--- config.mk ---
export PLATFORM = sky130hd
export DESIGN_NAME = buffer_reader
export DESIGN_NICKNAME = d
export VERILOG_FILES = /design/src/rtl/buf_pkg.sv /design/src/rtl/buffer_reader_fifo.sv /design/src/rtl/buffer_reader.sv
export SDC_FILE = /design/constraint.sdc
export NUM_CORES = 1
export LEC_CHECK = 0
export BUFFER_PORTS_ARGS = -buffer_cell sky130_fd_sc_hd__buf_2
export CAP_MARGIN = 10
export CORE_ASPECT_RATIO = 1.25
export CORE_MARGIN = 2
export CORE_UTILIZATION = 52
export CTS_CLUSTER_SIZE = 30
export DETAILED_ROUTE_END_ITERATION = 8
export PLACE_DENSITY = 0.74
export SLEW_MARGIN = 20
export SYNTH_ARGS = -nofsm -noshare
export SYNTH_HDL_FRONTEND = slang
export SYNTH_SLANG_ARGS = --single-unit
--- constraint.sdc ---
create_clock -name clka -period 6.85 [get_ports clka]
set_input_delay 0 -clock clka [delete_from_list [all_inputs] [get_ports clka]]
set_output_delay 0 -clock clka [all_outputs]
set_load 0.005 [all_outputs]
--- src/rtl/buf_pkg.sv ---
`default_nettype none
// ============================================================================
// Module   : buf_pkg
// Purpose  : Sample-buffer geometry and readout sequencer state encoding.
// Revision : 1.0  initial release
// ============================================================================
package buf_pkg;

  localparam int BUF_ADDR_WIDTH = 13;
  localparam int BUF_DATA_WIDTH = 8;
  localparam int BUF_DEPTH      = 1 << BUF_ADDR_WIDTH;

  typedef enum logic [1:0] {
    IDLE  = 2'd0,
    READ  = 2'd1,
    DRAIN = 2'd2
  } rd_state_e;

endpackage
`default_nettype wire

--- src/rtl/buffer_reader_fifo.sv ---
`default_nettype none
// ============================================================================
// Module   : buffer_reader_fifo
// Purpose  : Small synchronous skid FIFO; head is valid whenever occupancy != 0.
// Revision : 1.0  initial release
// ============================================================================
module buffer_reader_fifo #(
  parameter  int DEPTH = 4,
  parameter  int WIDTH = 8,
  localparam int OCC_W = $clog2(DEPTH + 1),
  localparam int PTR_W = (DEPTH > 1) ? $clog2(DEPTH) : 1
) (
  input  logic             clk_i,
  input  logic             rst_i,
  input  logic             push_i,
  input  logic [WIDTH-1:0] push_data_i,
  input  logic             pop_i,
  output logic [WIDTH-1:0] head_o,
  output logic [OCC_W-1:0] occ_o
);

  logic [WIDTH-1:0] mem_q [DEPTH];
  logic [PTR_W-1:0] wr_ptr_q;
  logic [PTR_W-1:0] rd_ptr_q;
  logic [OCC_W-1:0] occ_q;
  logic             do_pop;

  assign do_pop = pop_i && (occ_q != '0);

  function automatic logic [PTR_W-1:0] ptr_inc(input logic [PTR_W-1:0] p);
    return (p == PTR_W'(DEPTH - 1)) ? '0 : p + PTR_W'(1);
  endfunction

  always_ff @(posedge clk_i) begin
    if (rst_i) begin
      wr_ptr_q <= '0;
      rd_ptr_q <= '0;
      occ_q    <= '0;
    end else begin
      if (push_i) wr_ptr_q <= ptr_inc(wr_ptr_q);
      if (do_pop) rd_ptr_q <= ptr_inc(rd_ptr_q);
      case ({push_i, do_pop})
        2'b10:   occ_q <= occ_q + OCC_W'(1);
        2'b01:   occ_q <= occ_q - OCC_W'(1);
        default: occ_q <= occ_q;
      endcase
    end
  end

  // Storage is deliberately not reset; occupancy alone defines what is valid.
  always_ff @(posedge clk_i) begin
    if (push_i) mem_q[wr_ptr_q] <= push_data_i;
  end

  assign head_o = mem_q[rd_ptr_q];
  assign occ_o  = occ_q;

endmodule
`default_nettype wire

--- src/rtl/buffer_reader.sv ---
`default_nettype none
// ============================================================================
// Module   : buffer_reader
// Purpose  : Ring-order readout of the sample buffer onto a valid/ready byte
//            stream. Optional checksum enabled by macro BUF_READER_CSUM_EN.
// Revision : 1.0  initial release
// ============================================================================
module buffer_reader
  import buf_pkg::*;
#(
  parameter int ADDR_WIDTH = BUF_ADDR_WIDTH,
  parameter int DATA_WIDTH = BUF_DATA_WIDTH,
  parameter int FIFO_DEPTH = 4
) (
  input  logic                  clka,
  input  logic                  rsta,
  input  logic                  start,
  input  logic [ADDR_WIDTH-1:0] start_addr,
  input  logic [ADDR_WIDTH:0]   count,
  output logic                  busy,
  output logic                  done,
  output logic [ADDR_WIDTH-1:0] buf_addra,
  output logic                  buf_wea,
  input  logic [DATA_WIDTH-1:0] buf_doa,
  output logic [DATA_WIDTH-1:0] m_data,
  output logic                  m_valid,
  input  logic                  m_ready,
  output logic [DATA_WIDTH-1:0] csum
);

  localparam int                OCC_W     = $clog2(FIFO_DEPTH + 1);
  localparam logic [ADDR_WIDTH:0] DEPTH_CNT = (ADDR_WIDTH + 1)'(1 << ADDR_WIDTH);

  rd_state_e             state_q, state_d;
  logic [ADDR_WIDTH-1:0] addr_q, addr_d;
  logic [ADDR_WIDTH:0]   remaining_q, remaining_d;
  logic [ADDR_WIDTH-1:0] addra_q, addra_d;
  logic                  done_q, done_d;
  logic                  vld1_q, vld2_q;
  logic                  issue;
  logic [ADDR_WIDTH:0]   count_clamped;
  logic [1:0]            inflight;
  logic [OCC_W-1:0]      occ;
  logic [OCC_W:0]        credit_used;
  logic                  credit_ok;
  logic                  pop;

  assign count_clamped = (count > DEPTH_CNT) ? DEPTH_CNT : count;
  assign inflight      = {1'b0, vld1_q} + {1'b0, vld2_q};
  assign credit_used   = {1'b0, occ} + (OCC_W + 1)'(inflight);
  assign credit_ok     = credit_used < (OCC_W + 1)'(FIFO_DEPTH);

  // Accepting a start also issues the first read, giving first data two edges later.
  always_comb begin
    state_d     = state_q;
    addr_d      = addr_q;
    remaining_d = remaining_q;
    addra_d     = addra_q;
    done_d      = 1'b0;
    issue       = 1'b0;
    case (state_q)
      IDLE: begin
        if (start) begin
          if (count == '0) begin
            done_d = 1'b1;
          end else begin
            issue       = 1'b1;
            addra_d     = start_addr;
            addr_d      = start_addr + ADDR_WIDTH'(1);
            remaining_d = count_clamped - (ADDR_WIDTH + 1)'(1);
            state_d     = (count_clamped == (ADDR_WIDTH + 1)'(1)) ? DRAIN : READ;
          end
        end
      end
      READ: begin
        if (credit_ok) begin
          issue       = 1'b1;
          addra_d     = addr_q;
          addr_d      = addr_q + ADDR_WIDTH'(1);
          remaining_d = remaining_q - (ADDR_WIDTH + 1)'(1);
          if (remaining_q == (ADDR_WIDTH + 1)'(1)) state_d = DRAIN;
        end
      end
      DRAIN: begin
        if (occ == '0 && inflight == 2'd0) begin
          state_d = IDLE;
          done_d  = 1'b1;
        end
      end
      default: state_d = IDLE;
    endcase
  end

  always_ff @(posedge clka) begin
    if (rsta) begin
      state_q     <= IDLE;
      addr_q      <= '0;
      remaining_q <= '0;
      addra_q     <= '0;
      done_q      <= 1'b0;
      vld1_q      <= 1'b0;
      vld2_q      <= 1'b0;
    end else begin
      state_q     <= state_d;
      addr_q      <= addr_d;
      remaining_q <= remaining_d;
      addra_q     <= addra_d;
      done_q      <= done_d;
      vld1_q      <= issue;
      vld2_q      <= vld1_q;
    end
  end

  buffer_reader_fifo #(
    .DEPTH (FIFO_DEPTH),
    .WIDTH (DATA_WIDTH)
  ) u_fifo (
    .clk_i       (clka),
    .rst_i       (rsta),
    .push_i      (vld2_q),
    .push_data_i (buf_doa),
    .pop_i       (pop),
    .head_o      (m_data),
    .occ_o       (occ)
  );

  assign m_valid   = (occ != '0);
  assign pop       = m_valid && m_ready;
  assign busy      = (state_q != IDLE);
  assign done      = done_q;
  assign buf_addra = addra_q;
  assign buf_wea   = 1'b0;

`ifdef BUF_READER_CSUM_EN
  logic [DATA_WIDTH-1:0] csum_q;

  always_ff @(posedge clka) begin
    if (rsta) begin
      csum_q <= '0;
    end else if (state_q == IDLE && start) begin
      csum_q <= '0;
    end else if (pop) begin
      csum_q <= csum_q + m_data;
    end
  end

  assign csum = csum_q;
`else
  assign csum = '0;
`endif

endmodule
`default_nettype wire

==> impl_results.md <==
- Startpoint Class: flop
- Dpl ws: 3.83 ns
- Post-DRT Antenna Nets: 0
- Period utilisation layout: 44.4%
- Reg2reg end: addr_q[4]$_SDFFE_PP0P_
- Worst-case clock buffer depth: 2
- Root Buffer: clkbuf_16
- Setup Skew: 0.00761 ns
- Peak Freq: 329 MHz
- Unrepaired setup endpoints after global routing: false
- Placeable Area: 0.00903 sq mm
- Largest net degree at the start of global routing: 50
- Lkg Pwr: 2.16 nW
- Worst flop-to-flop path startpoint: vld2_q$_SDFF_PP0_
- Via Count: 4094
- Mapped cell area: 0.00475 sq mm
- Status: completed
- Congestion Overflow GR: 0
- Via density: 5.88
- Synth warn: 0
- CP Capture Type: flop
- Hold EP: buf_addra[6]$_SDFFE_PP0P_
- Library cells used by synthesis: 64
- Syn Area/Cell: 9.30 sq um
- Hold crit path type: input pin to flop
- Wire per inst: 16.3 um
- Fin crit period: 3.04 ns
- Endpoints failing setup: 0
- FP Rows: 39
- Detailed Route WL: 11.3 mm
- Nets: 622
- Max_cap viols: 0
- CP Max Fanout: 49
- Post-synthesis instance total: 511
- CTS buffer count: 9
- Die area: 0.00992 sq mm
- # diodes: 0
- Slew Viols, Final: 0
- # H-tree levels: 3
- FF/Latch Area: 0.00204 sq mm
- Worst EP required: 7.12 ns
- Clock Latency Late Sink: 0.35 ns
- DP HPWL: 7.94 mm
- Flop2flop setup slack: 3.81 ns
- Hold Path Depth: 3
- Register area share after synthesis: 43.0%
- Crit path DAT: 3.30 ns
- Filler cell count: 771
- CP Class: flop to flop
- Reg2reg path depth: 8
- Clock Sinks: 86
- Initial Utilization: 52.6%
- Placer Congestion: 0.861
- Die width: 89.5 um
- Setup bufs post-CTS: 0
- I/O Buffers: 62
- Residual DRC: 0
- Relative slew slack: 32.8%
- Gr usage total: 23.4%
- Hold wc startpoint: start_addr[6]
- Worst setup path start: vld2_q$_SDFF_PP0_
- Layout cells sized above 1: 19.4%
- Final Hold Fails: 0
- Post-synthesis to final-layout area growth: 15.3%
- Worst Max-Slew Pin Slew: 1.01 ns
- CTS tree: yes
- Final setup margin: 3.81 ns
- Area of the multi-input gates: 0.00246 sq mm
- Pwr/cell area: 389 mW/mm^2
- First-pass GRT wire length: 18.5 mm
- Max VDD drop: 0.212 mV
- Num ports: 72
- Initial drt markers: 241
- Vias in the first global route: 3983
- Number of synthesized flops with an enable pin: 32
- Total negative slack: 0 ns
- Die Ht: 111 um
- Yosys reg bits: 86
- Antenna violations before repair: 0
- Top FF cell, synth: dfxtp_1
- Post-synthesis async set-or-reset flop share: 0%
- Worst-path clk slew: 0.07 ns
- Drt pass-1 iters: 6
routing by layer:
layer	part of all wire [%]	up-vias	wire length, um	global-route usage, %
met5	0	-	0	0
li1	-	1987	-	-
met4	2.2	0	247	9.15
met2	51	151	5780	39.8
met1	41	1930	4700	29.5
met3	5.4	26	613	3.13
cell families (layout without fill, tap and decap cells):
logic type      Yosys count  in the layout  synth area share [%]
other cells               1              9                0.0789
compound gates          121            121                  17.6
flops                    86             86                  43.0
fa+ha+maj                15             15                  4.11
xor+xnor                  8              8                  1.47
mux                      19             19                  6.13
simple gates            203            203                  21.6
buf+inv                  58            112                  6.03
how the worst max path moves through the flow:
stage	to	slack, ns
after floorplan	addr_q[12]$_SDFFE_PP0P_	4.45
after global placement	addr_q[4]$_SDFFE_PP0P_	3.91
after detailed placement	addr_q[4]$_SDFFE_PP0P_	3.83
after CTS	addr_q[4]$_SDFFE_PP0P_	3.81
after global routing	addr_q[11]$_SDFFE_PP0P_	3.58
final	addr_q[4]$_SDFFE_PP0P_	3.81
synthesized netlist by cell type (all sizes together), types with 3 or more instances:
master  instances  area share [%]
o31ai           6            0.95
a22oi           5            0.79
a32oi           4            0.74
nand2b          3            0.39
dfxtp          54              23
inv            20             1.6
clkbuf         17             1.4
mux4            8             3.8
nor4           11             1.9
a211oi          6             1.4
a311oi          7             1.9
and3            6            0.79
nand3          24             2.5
o21ai          29             3.1
and2            5            0.66
xnor2           4            0.74
or2             3            0.39
edfxtp         32              20
a31oi          16             2.1
nor2           50             3.9
nand4           4            0.53
ha             14             3.7
mux2i          10             2.1
xor2            4            0.74
and4b           4            0.84
or4             4            0.79
a21oi          28             2.9
nand4b          5             1.2
nor3           16             1.7
buf            21             3.1
nand2          62             4.9
o22ai           4            0.66
cell usage in the layout (no fill, tap or decap), types with 14 or more instances in the layout:
cell / count
a21oi_1: 28
a31oi_1: 16
buf_2: 62
dfxtp_1: 54
edfxtp_1: 32
ha_1: 14
inv_1: 20
nand2_1: 62
nand3_1: 24
nor2_1: 50
nor3_1: 16
o21ai_0: 24
through the flow:
step | utilization, % | power, mW | hold slack (ns) | std cells | cell area (sq um)
global placement | 56.0 | 1.60 | 0.211 | 668 | 5050
CTS | 60.7 | 2.13 | 0.0103 | 696 | 5480
finish | 60.7 | 2.13 | 0.0177 | 696 | 5480
global route | 60.7 | 2.28 | 0.0286 | 696 | 5480
floorplan | - | 1.41 | 0.0989 | 519 | 4780
detailed placement | 56.0 | 1.62 | 0.215 | 668 | 5050
what timing repair did:
item,4_1_cts,5_1_grt
endpoints found under the hold margin,36,0
setup endpoints to repair,0,0
gates resized for setup,0,0
hold buffers,12,0
critical path, cell delays in order (launching register included):
cell and delay, ns:
dfxtp_1 0.37, ha_1 0.21, ha_1 0.20, or4b_1 0.51, o22ai_2 0.21, and2_2 0.87, nand3_1 0.17, or2_0 0.27
a31oi_1 0.15
final cells by class:
| cell class | instances | share of cell area (%) |
|---|---|---|
| Multi-Input combinational cell | 375 | 44.9 |
| Sequential cell | 86 | 37.3 |
| Timing Repair Buffer | 76 | 8.13 |
| Clock buffer | 9 | 4.11 |
| Tap cell | 123 | 2.81 |
| Clock inverter | 7 | 1.46 |
| Inverter | 20 | 1.37 |
where the power goes:
group / internal, mW / switching [mW] / leakage [nW]
Clock: 0.288 / 0.215 / 0.148
Sequential: 0.649 / 0.123 / 0.734
Combinational: 0.332 / 0.527 / 1.28
registers in the layout (all words and copies together), names as in the netlist, named ones only:
register	flops
u_fifo.mem_q	32
remaining_q	14
addr_q	13
buf_addra	13
u_fifo.occ_o	3
state_q	2
u_fifo.rd_ptr_q	2
u_fifo.wr_ptr_q	2
done	1
vld1_q	1
vld2_q	1
No activity file was read; power rests on OpenSTA's default activity.
